$ cat src/rtl/vga_timing_gen_if.sv
`default_nettype none
// ============================================================================
// Module      : vga_timing_gen_if
// Description : Signal bundle between the VGA timing generator, the colour
//               mapper that feeds it and the game logic that uses its frame tick.
// Revision    : 1.0 - initial release
// ============================================================================
interface vga_timing_gen_if;
   logic [7:0] Red_in;
   logic [7:0] Green_in;
   logic [7:0] Blue_in;
   logic [9:0] DrawX;
   logic [9:0] DrawY;
   logic       pixel_en;
   logic       vblank_start;
   logic [7:0] VGA_R;
   logic [7:0] VGA_G;
   logic [7:0] VGA_B;
   logic       VGA_HS;
   logic       VGA_VS;
   logic       VGA_BLANK_N;

   // Timing generator side: takes colour in, drives raster and VGA pins.
   modport master (
      input  Red_in, Green_in, Blue_in,
      output DrawX, DrawY, pixel_en, vblank_start,
      output VGA_R, VGA_G, VGA_B, VGA_HS, VGA_VS, VGA_BLANK_N
   );

   // Consumer side: colour mapper / game logic / VGA pins.
   modport slave (
      output Red_in, Green_in, Blue_in,
      input  DrawX, DrawY, pixel_en, vblank_start,
      input  VGA_R, VGA_G, VGA_B, VGA_HS, VGA_VS, VGA_BLANK_N
   );
endinterface
`default_nettype wire

$ cat src/rtl/vga_timing_gen.sv
`default_nettype none
// ============================================================================
// Module      : vga_timing_gen
// Description : 640x480@60 Hz raster timing. Pixel-rate divider, horizontal
//               and vertical counters, registered sync/blank/colour output
//               stage and a one-cycle vertical-blank frame tick.
// Revision    : 1.0 - initial release
// ============================================================================
module vga_timing_gen #(
   parameter int H_VISIBLE = 640,
   parameter int H_FRONT   = 16,
   parameter int H_SYNC    = 96,
   parameter int H_BACK    = 48,
   parameter int V_VISIBLE = 480,
   parameter int V_FRONT   = 10,
   parameter int V_SYNC    = 2,
   parameter int V_BACK    = 33,
   parameter int PIX_DIV   = 2
) (
   input  logic            Clk,
   input  logic            Reset,
   vga_timing_gen_if.master vga
);

   localparam int H_TOTAL = H_VISIBLE + H_FRONT + H_SYNC + H_BACK;
   localparam int V_TOTAL = V_VISIBLE + V_FRONT + V_SYNC + V_BACK;
   // A divide-by-one build still needs a one-bit divider register.
   localparam int DIV_W   = (PIX_DIV > 1) ? $clog2(PIX_DIV) : 1;

   localparam logic [DIV_W-1:0] DIV_MAX  = DIV_W'(PIX_DIV - 1);
   localparam logic [9:0]       H_MAX    = 10'(H_TOTAL - 1);
   localparam logic [9:0]       V_MAX    = 10'(V_TOTAL - 1);
   localparam logic [9:0]       H_VIS    = 10'(H_VISIBLE);
   localparam logic [9:0]       V_VIS    = 10'(V_VISIBLE);
   localparam logic [9:0]       V_LAST   = 10'(V_VISIBLE - 1);
   localparam logic [9:0]       HS_BEG   = 10'(H_VISIBLE + H_FRONT);
   localparam logic [9:0]       HS_END   = 10'(H_VISIBLE + H_FRONT + H_SYNC);
   localparam logic [9:0]       VS_BEG   = 10'(V_VISIBLE + V_FRONT);
   localparam logic [9:0]       VS_END   = 10'(V_VISIBLE + V_FRONT + V_SYNC);

   logic [DIV_W-1:0] div;
   logic [9:0]       hc;
   logic [9:0]       vc;
   logic             pixel_en;
   logic             hs_c;
   logic             vs_c;
   logic             vis_c;
   logic [7:0]       red_q;
   logic [7:0]       green_q;
   logic [7:0]       blue_q;
   logic             hs_q;
   logic             vs_q;
   logic             blank_n_q;
   logic             vblank_q;

   // Strobe decoded straight from the divider register, no extra stage.
   assign pixel_en = (div == DIV_MAX);

   // Pixel-rate divider: counts 0..PIX_DIV-1 and wraps on the strobe.
   always_ff @(posedge Clk) begin
      if (Reset)
         div <= '0;
      else if (pixel_en)
         div <= '0;
      else
         div <= div + 1'b1;
   end

   // Raster counters: hc steps per pixel, vc steps when hc wraps.
   always_ff @(posedge Clk) begin
      if (Reset) begin
         hc <= '0;
         vc <= '0;
      end else if (pixel_en) begin
         if (hc == H_MAX) begin
            hc <= '0;
            vc <= (vc == V_MAX) ? 10'd0 : vc + 10'd1;
         end else begin
            hc <= hc + 10'd1;
         end
      end
   end

   // Sync and visibility decodes of the current counter position.
   always_comb begin
      hs_c  = !((hc >= HS_BEG) && (hc < HS_END));
      vs_c  = !((vc >= VS_BEG) && (vc < VS_END));
      vis_c = (hc < H_VIS) && (vc < V_VIS);
   end

   // Output stage: sync, blank and colour share one register so they never skew.
   always_ff @(posedge Clk) begin
      if (Reset) begin
         hs_q      <= 1'b1;
         vs_q      <= 1'b1;
         blank_n_q <= 1'b0;
         red_q     <= 8'd0;
         green_q   <= 8'd0;
         blue_q    <= 8'd0;
      end else if (pixel_en) begin
         hs_q      <= hs_c;
         vs_q      <= vs_c;
         blank_n_q <= vis_c;
         red_q     <= vis_c ? vga.Red_in   : 8'd0;
         green_q   <= vis_c ? vga.Green_in : 8'd0;
         blue_q    <= vis_c ? vga.Blue_in  : 8'd0;
      end
   end

   // Frame tick: set by the strobe that leaves the last visible line.
   always_ff @(posedge Clk) begin
      if (Reset)
         vblank_q <= 1'b0;
      else
         vblank_q <= pixel_en && (hc == H_MAX) && (vc == V_LAST);
   end

   assign vga.DrawX        = hc;
   assign vga.DrawY        = vc;
   assign vga.pixel_en     = pixel_en;
   assign vga.vblank_start = vblank_q;
   assign vga.VGA_R        = red_q;
   assign vga.VGA_G        = green_q;
   assign vga.VGA_B        = blue_q;
   assign vga.VGA_HS       = hs_q;
   assign vga.VGA_VS       = vs_q;
   assign vga.VGA_BLANK_N  = blank_n_q;

endmodule
`default_nettype wire

$ cat src/flat_wrapper.sv
// flat-port wrapper written by rule: the top's interface ports become plain ports
module vga_timing_gen_flat 
#(
   parameter int H_VISIBLE = 640,
   parameter int H_FRONT   = 16,
   parameter int H_SYNC    = 96,
   parameter int H_BACK    = 48,
   parameter int V_VISIBLE = 480,
   parameter int V_FRONT   = 10,
   parameter int V_SYNC    = 2,
   parameter int V_BACK    = 33,
   parameter int PIX_DIV   = 2
)
  (Clk, Reset, vga_Red_in, vga_Green_in, vga_Blue_in, vga_DrawX, vga_DrawY, vga_pixel_en, vga_vblank_start, vga_VGA_R, vga_VGA_G, vga_VGA_B, vga_VGA_HS, vga_VGA_VS, vga_VGA_BLANK_N);
  vga_timing_gen_if vga_i ();
  input  logic Clk;
  input  logic Reset;
  input wire logic [$bits(vga_i.Red_in)-1:0] vga_Red_in;
  input wire logic [$bits(vga_i.Green_in)-1:0] vga_Green_in;
  input wire logic [$bits(vga_i.Blue_in)-1:0] vga_Blue_in;
  output wire logic [$bits(vga_i.DrawX)-1:0] vga_DrawX;
  output wire logic [$bits(vga_i.DrawY)-1:0] vga_DrawY;
  output wire logic [$bits(vga_i.pixel_en)-1:0] vga_pixel_en;
  output wire logic [$bits(vga_i.vblank_start)-1:0] vga_vblank_start;
  output wire logic [$bits(vga_i.VGA_R)-1:0] vga_VGA_R;
  output wire logic [$bits(vga_i.VGA_G)-1:0] vga_VGA_G;
  output wire logic [$bits(vga_i.VGA_B)-1:0] vga_VGA_B;
  output wire logic [$bits(vga_i.VGA_HS)-1:0] vga_VGA_HS;
  output wire logic [$bits(vga_i.VGA_VS)-1:0] vga_VGA_VS;
  output wire logic [$bits(vga_i.VGA_BLANK_N)-1:0] vga_VGA_BLANK_N;
  assign vga_i.Red_in = vga_Red_in;
  assign vga_i.Green_in = vga_Green_in;
  assign vga_i.Blue_in = vga_Blue_in;
  assign vga_DrawX = vga_i.DrawX;
  assign vga_DrawY = vga_i.DrawY;
  assign vga_pixel_en = vga_i.pixel_en;
  assign vga_vblank_start = vga_i.vblank_start;
  assign vga_VGA_R = vga_i.VGA_R;
  assign vga_VGA_G = vga_i.VGA_G;
  assign vga_VGA_B = vga_i.VGA_B;
  assign vga_VGA_HS = vga_i.VGA_HS;
  assign vga_VGA_VS = vga_i.VGA_VS;
  assign vga_VGA_BLANK_N = vga_i.VGA_BLANK_N;
  vga_timing_gen #(.H_VISIBLE(H_VISIBLE), .H_FRONT(H_FRONT), .H_SYNC(H_SYNC), .H_BACK(H_BACK), .V_VISIBLE(V_VISIBLE), .V_FRONT(V_FRONT), .V_SYNC(V_SYNC), .V_BACK(V_BACK), .PIX_DIV(PIX_DIV)) u_core (.Clk(Clk), .Reset(Reset), .vga(vga_i));
endmodule
$ cat config.mk
export PLATFORM = sky130hd
export DESIGN_NAME = vga_timing_gen_flat
export DESIGN_NICKNAME = d
export VERILOG_FILES = /design/src/rtl/vga_timing_gen_if.sv /design/src/rtl/vga_timing_gen.sv /design/src/flat_wrapper.sv
export SDC_FILE = /design/constraint.sdc
export NUM_CORES = 1
export LEC_CHECK = 0
export BUFFER_PORTS_ARGS = -buffer_cell sky130_fd_sc_hd__buf_2
export CORE_MARGIN = 2
export CORE_UTILIZATION = 36
export DETAILED_ROUTE_END_ITERATION = 12
export PLACE_DENSITY_LB_ADDON = 0.15
export RECOVER_POWER = 100
export SLEW_MARGIN = 20
export SYNTH_ARGS = -nofsm -noshare
export SYNTH_HDL_FRONTEND = slang
export SYNTH_SLANG_ARGS = --single-unit
$ cat constraint.sdc
create_clock -name Clk -period 1.9 [get_ports Clk]
set_clock_uncertainty 0.1 [all_clocks]
set_input_delay 0.19 -clock Clk [delete_from_list [all_inputs] [get_ports Clk]]
set_output_delay 0.19 -clock Clk [all_outputs]
set_load 0.005 [all_outputs]
# Word level (Yosys, flattened, before mapping)
# Cells that the tools add are included.
[word_totals] reg_bits=49 wordCells=36
[classes] n_addsub=3 magnitude_cmp=6 n_eq_ne=3 muxes=5 reduce_logical=9
[op_table] operator="$mux 8" n=3
[op_table] operator="$add 10x1->10 const B" n=2
[op_table] operator="$eq 10x10->1 const B" n=2
[op_table] operator="$lt 10x10->1 const B" n=2
[op_table] operator="$lt 10x9->1 const B" n=2
[op_table] operator="$mux 10" n=2
[op_table] operator="$eq 10x9->1 const B" n=1
[op_table] operator="$ge 10x10->1 const B" n=1
[op_table] operator="$ge 10x9->1 const B" n=1
[op_table] operator="$logic_and 1x1->1" n=5
[op_table] operator="$logic_not 1->1" n=2
[op_table] operator="$reduce_and 2->1" n=1
[op_table] operator="$reduce_or 2->1" n=1
[op_table] operator="$add 1x1->1 const B" n=1

# Depth between registers and ports, before layout
[depth] ltp_word=3 depth_mapped=6

# Worst setup path after synthesis
# No wires, ideal clock.
[synth_path] path_type="reg-to-reg" from="register u_core.hc[0] (netlist: u_core.vga.DrawX[0])" to="register u_core.vc[9] (netlist: u_core.vga.DrawY[9])" setup_ns=0.070 arrival_time_ns=1.562 t_required_ns=1.730 setup_slack_ns=0.167 path_stages_with_launch=6 path_buffers=0 path_cell_list="dfxtp_1 ha_1 and3_4 nand4_4 or4_1 a21oi_1"
[synth_via] elab_chain_cells=2
[synth_lines] item="start, declared" line="vga_timing_gen.sv:42" text="logic [9:0] hc;"
[synth_lines] item="start signal, assigned" line="vga_timing_gen.sv:79" text="hc <= hc + 10'd1;"
[synth_lines] item="$eq 10x10->1" line="vga_timing_gen.sv:75" text="if (hc == H_MAX) begin"
[synth_lines] item="$reduce_and 2->1 (no line)"
[synth_lines] item="end signal, assigned" line="vga_timing_gen.sv:77" text="vc <= (vc == V_MAX) ? 10'd0 : vc + 10'd1;"
[synth_lines] item="end, declared" line="vga_timing_gen.sv:43" text="logic [9:0] vc;"
# Every way passes these cells.
# A chain may end at the register's enable or synchronous reset.

# Final worst setup path
[layout_path] from="register u_core.hc[5] (netlist: u_core.vga.DrawX[5])" to="register u_core.vc[3] (netlist: u_core.vga.DrawY[3])"
# The elaborated chain is that of the path after synthesis.

==> flow_summary.ini <==
[synth]
synth.avg_cell_area_um2 = 10.2
synth_nets = 230
ys_types = 43
synth_top_area_share_pct = 48.4
postSynth.asyncResetShare_pct = 0
yosysTopAreaCell = dfxtp_1
seq_area_frac_synth_pct = 48.4
postSynthRegisterBits = 49
synth_top_flop_cell = dfxtp_1
syn-cell-area_um2 = 2030
ys_warn_count = 0
synth_area_leaders = dfxtp_1 (48%), a22o_1 (10%), ha_1 (3.1%)
syn_inst = 199
synth-edff-count = 0

[cells_and_area]
nFillCells = 553
multi_input_area_um2 = 981
final_common_cell = buf_2
finalInstanceArea_um2 = 2740
nets = 326
syn2layout_area_growth_pct = 35.2
regArea_um2 = 982
n_antenna_cell = 0
final_cell_mix = buf_2 (54), dfxtp_1 (48), clkbuf_1 (27), a22o_1 (24), nand2_1 (14)
drive_gt1_share_pct = 27.4

[power_and_ir_drop]
peakVddDrop_uv = 460
p_leak_nw = 1.12
p_total_mw = 2.13
pwr_density_cell_nw_per_um2 = 777

[sta]
hold_viol = 0
drv_slew = 0
rsz0062_at_grt = no
finalSetupViolations = 0
tightestPinTransition_ps = 515
slew-limit-headroom_pct = 65.7
holdWs_ps = 6.40
final_min_period_over_clock_period_pct = 93.2
setup_slack_ps = 130
max_freq_mhz = 565
fin_crit_ps = 1770
tns_ps = 0

[global_routing]
antenna_found_initial = 0
grt_pass1_wl_mm = 7.96
grt-ovfl-total = 0
grt_max_degree = 27
grt_pass1_vias = 1676
grt_usage_pct = 15.9

[critical_path]
critPathLaunchType = register
crit_arrival_ps = 1900
crit_required_ps = 2030
crit_type = reg -> reg
cp_max_fo = 9
endpoint_kind = register

[routing]
dr.pass1.iters = 4
antenna_left = 0
route.detailed.drc = 0
vias = 1822
drt_wl_total_mm = 4.95
via_per_inst = 4.95
drtIter0Drc = 69
wl_per_cell_um = 13.5

[placed_design]
gp_congestion = 0.808
dpl_cell_area_um2 = 2540
port_buffers = 74
preCtsSetupSlack_ps = 138
dp_hpwl_mm = 3.48

[clock_tree]
cts-root-buf = clkbuf_8
cts_buffer_depth = 2
cts_max_level = 2
clk_pin_slew_ps = 100
numCtsBuffers = 5
insertion_delay_ps = 300
cts_tree = yes
cts.sinks = 49

[die]
die_w_um = 79.0
row_count = 27
fp.dieH_um = 79.0
core_um2 = 5470
die-area_um2 = 6250
io_pins = 75
start_util_pct = 37.0

[min_path]
hold_path.class = in -> reg

[outcome]
status = finished, final reports clean

[run]
drv_cap = 0
[through the flow]
stage          utilization, %  instances
2_1_floorplan               -        199
3_3_place_gp             46.4        349
3_5_place_dp             46.4        349
4_1_cts                  50.0        363
5_1_grt                  50.1        368
6_report                 50.1        368
[registers in the layout (all words and copies together) (netlist names)]
register	count
u_core.vga.VGA_B	8
u_core.vga.VGA_BLANK_N	1
u_core.vga.VGA_G	8
u_core.vga.vblank_start	1
u_core.vga.VGA_HS	1
u_core.vga.pixel_en	1
u_core.vga.VGA_VS	1
u_core.vga.VGA_R	8
u_core.vga.DrawX	10
u_core.vga.DrawY	10
[Yosys cell counts (2+ instances only)]
library cell and count:
dfxtp_1 49, a22o_1 24, nand2_1 14, nor3_1 11
a21oi_1 10, nor2_1 9, inv_1 6, nand3_1 6
o21ai_0 6, xnor2_1 6, clkbuf_1 5, ha_1 5
or3_1 5, nand4_1 4, xor2_1 4, buf_2 3
a31oi_1 2, and2_1 2, nand2b_1 2, o31ai_1 2
or4_1 2
[worst paths after layout]
check                 startpoint                  end  slack, ps  cells past startpoint
max          u_core.vga.DrawX[5]  u_core.vga.DrawY[3]        130                      4
min              vga_Green_in[1]  u_core.vga.VGA_G[1]          6                      2
max reg2reg  u_core.vga.DrawX[5]  u_core.vga.DrawY[3]        130                      4
min reg2reg  u_core.vga.VGA_R[1]  u_core.vga.VGA_R[1]        370                      1
[area by class of cell]
type                       instances  share of cell area [%]
sequential                        49                    35.8
clock inverter                     3                    2.37
inverter                           6                   0.822
timing repair buffer              99                    19.4
multi-input combinational        134                    35.8
clock buffer                       5                    2.51
tap                               72                    3.29
[cell families after synthesis]
group | synth area share, %
simple gates | 21.7
compound gates | 18.8
flops | 48.4
buf+inv | 3.70
xor+xnor | 4.32
fa+ha+maj | 3.09
[per-layer routing]
| layer | part of all wire (%) | global-route usage (%) |
|---|---|---|
| met2 | 44 | 24.6 |
| met1 | 49 | 22.1 |
| met3 | 7.2 | 4.77 |
| met5 | 0 | 0 |
| met4 | 0.50 | 3.10 |
[critical path, cell delays in order, from the launching register on]
cell,delay [ps]
dfxtp_1,430
nor4b_4,360
nand4_2,260
or3_1,410
a21oi_1,160
[power by group]
group	leakage (nW)	switching [mW]	internal, mW
Clock	0.0681	0.353	0.523
Sequential	0.400	0.0202	1.06
Combinational	0.652	0.0779	0.0924
[repair_timing]
| action | 4_1_cts | 5_1_grt |
|---|---|---|
| hold buffers | 6 | 5 |
| resized for setup | 0 | 3 |
| hold endpoints to repair | 6 | 5 |
| buffers inserted | 0 | 0 |
| setup endpoints to repair | 0 | 2 |
Note: power is estimated with default switching activity, not from simulation.
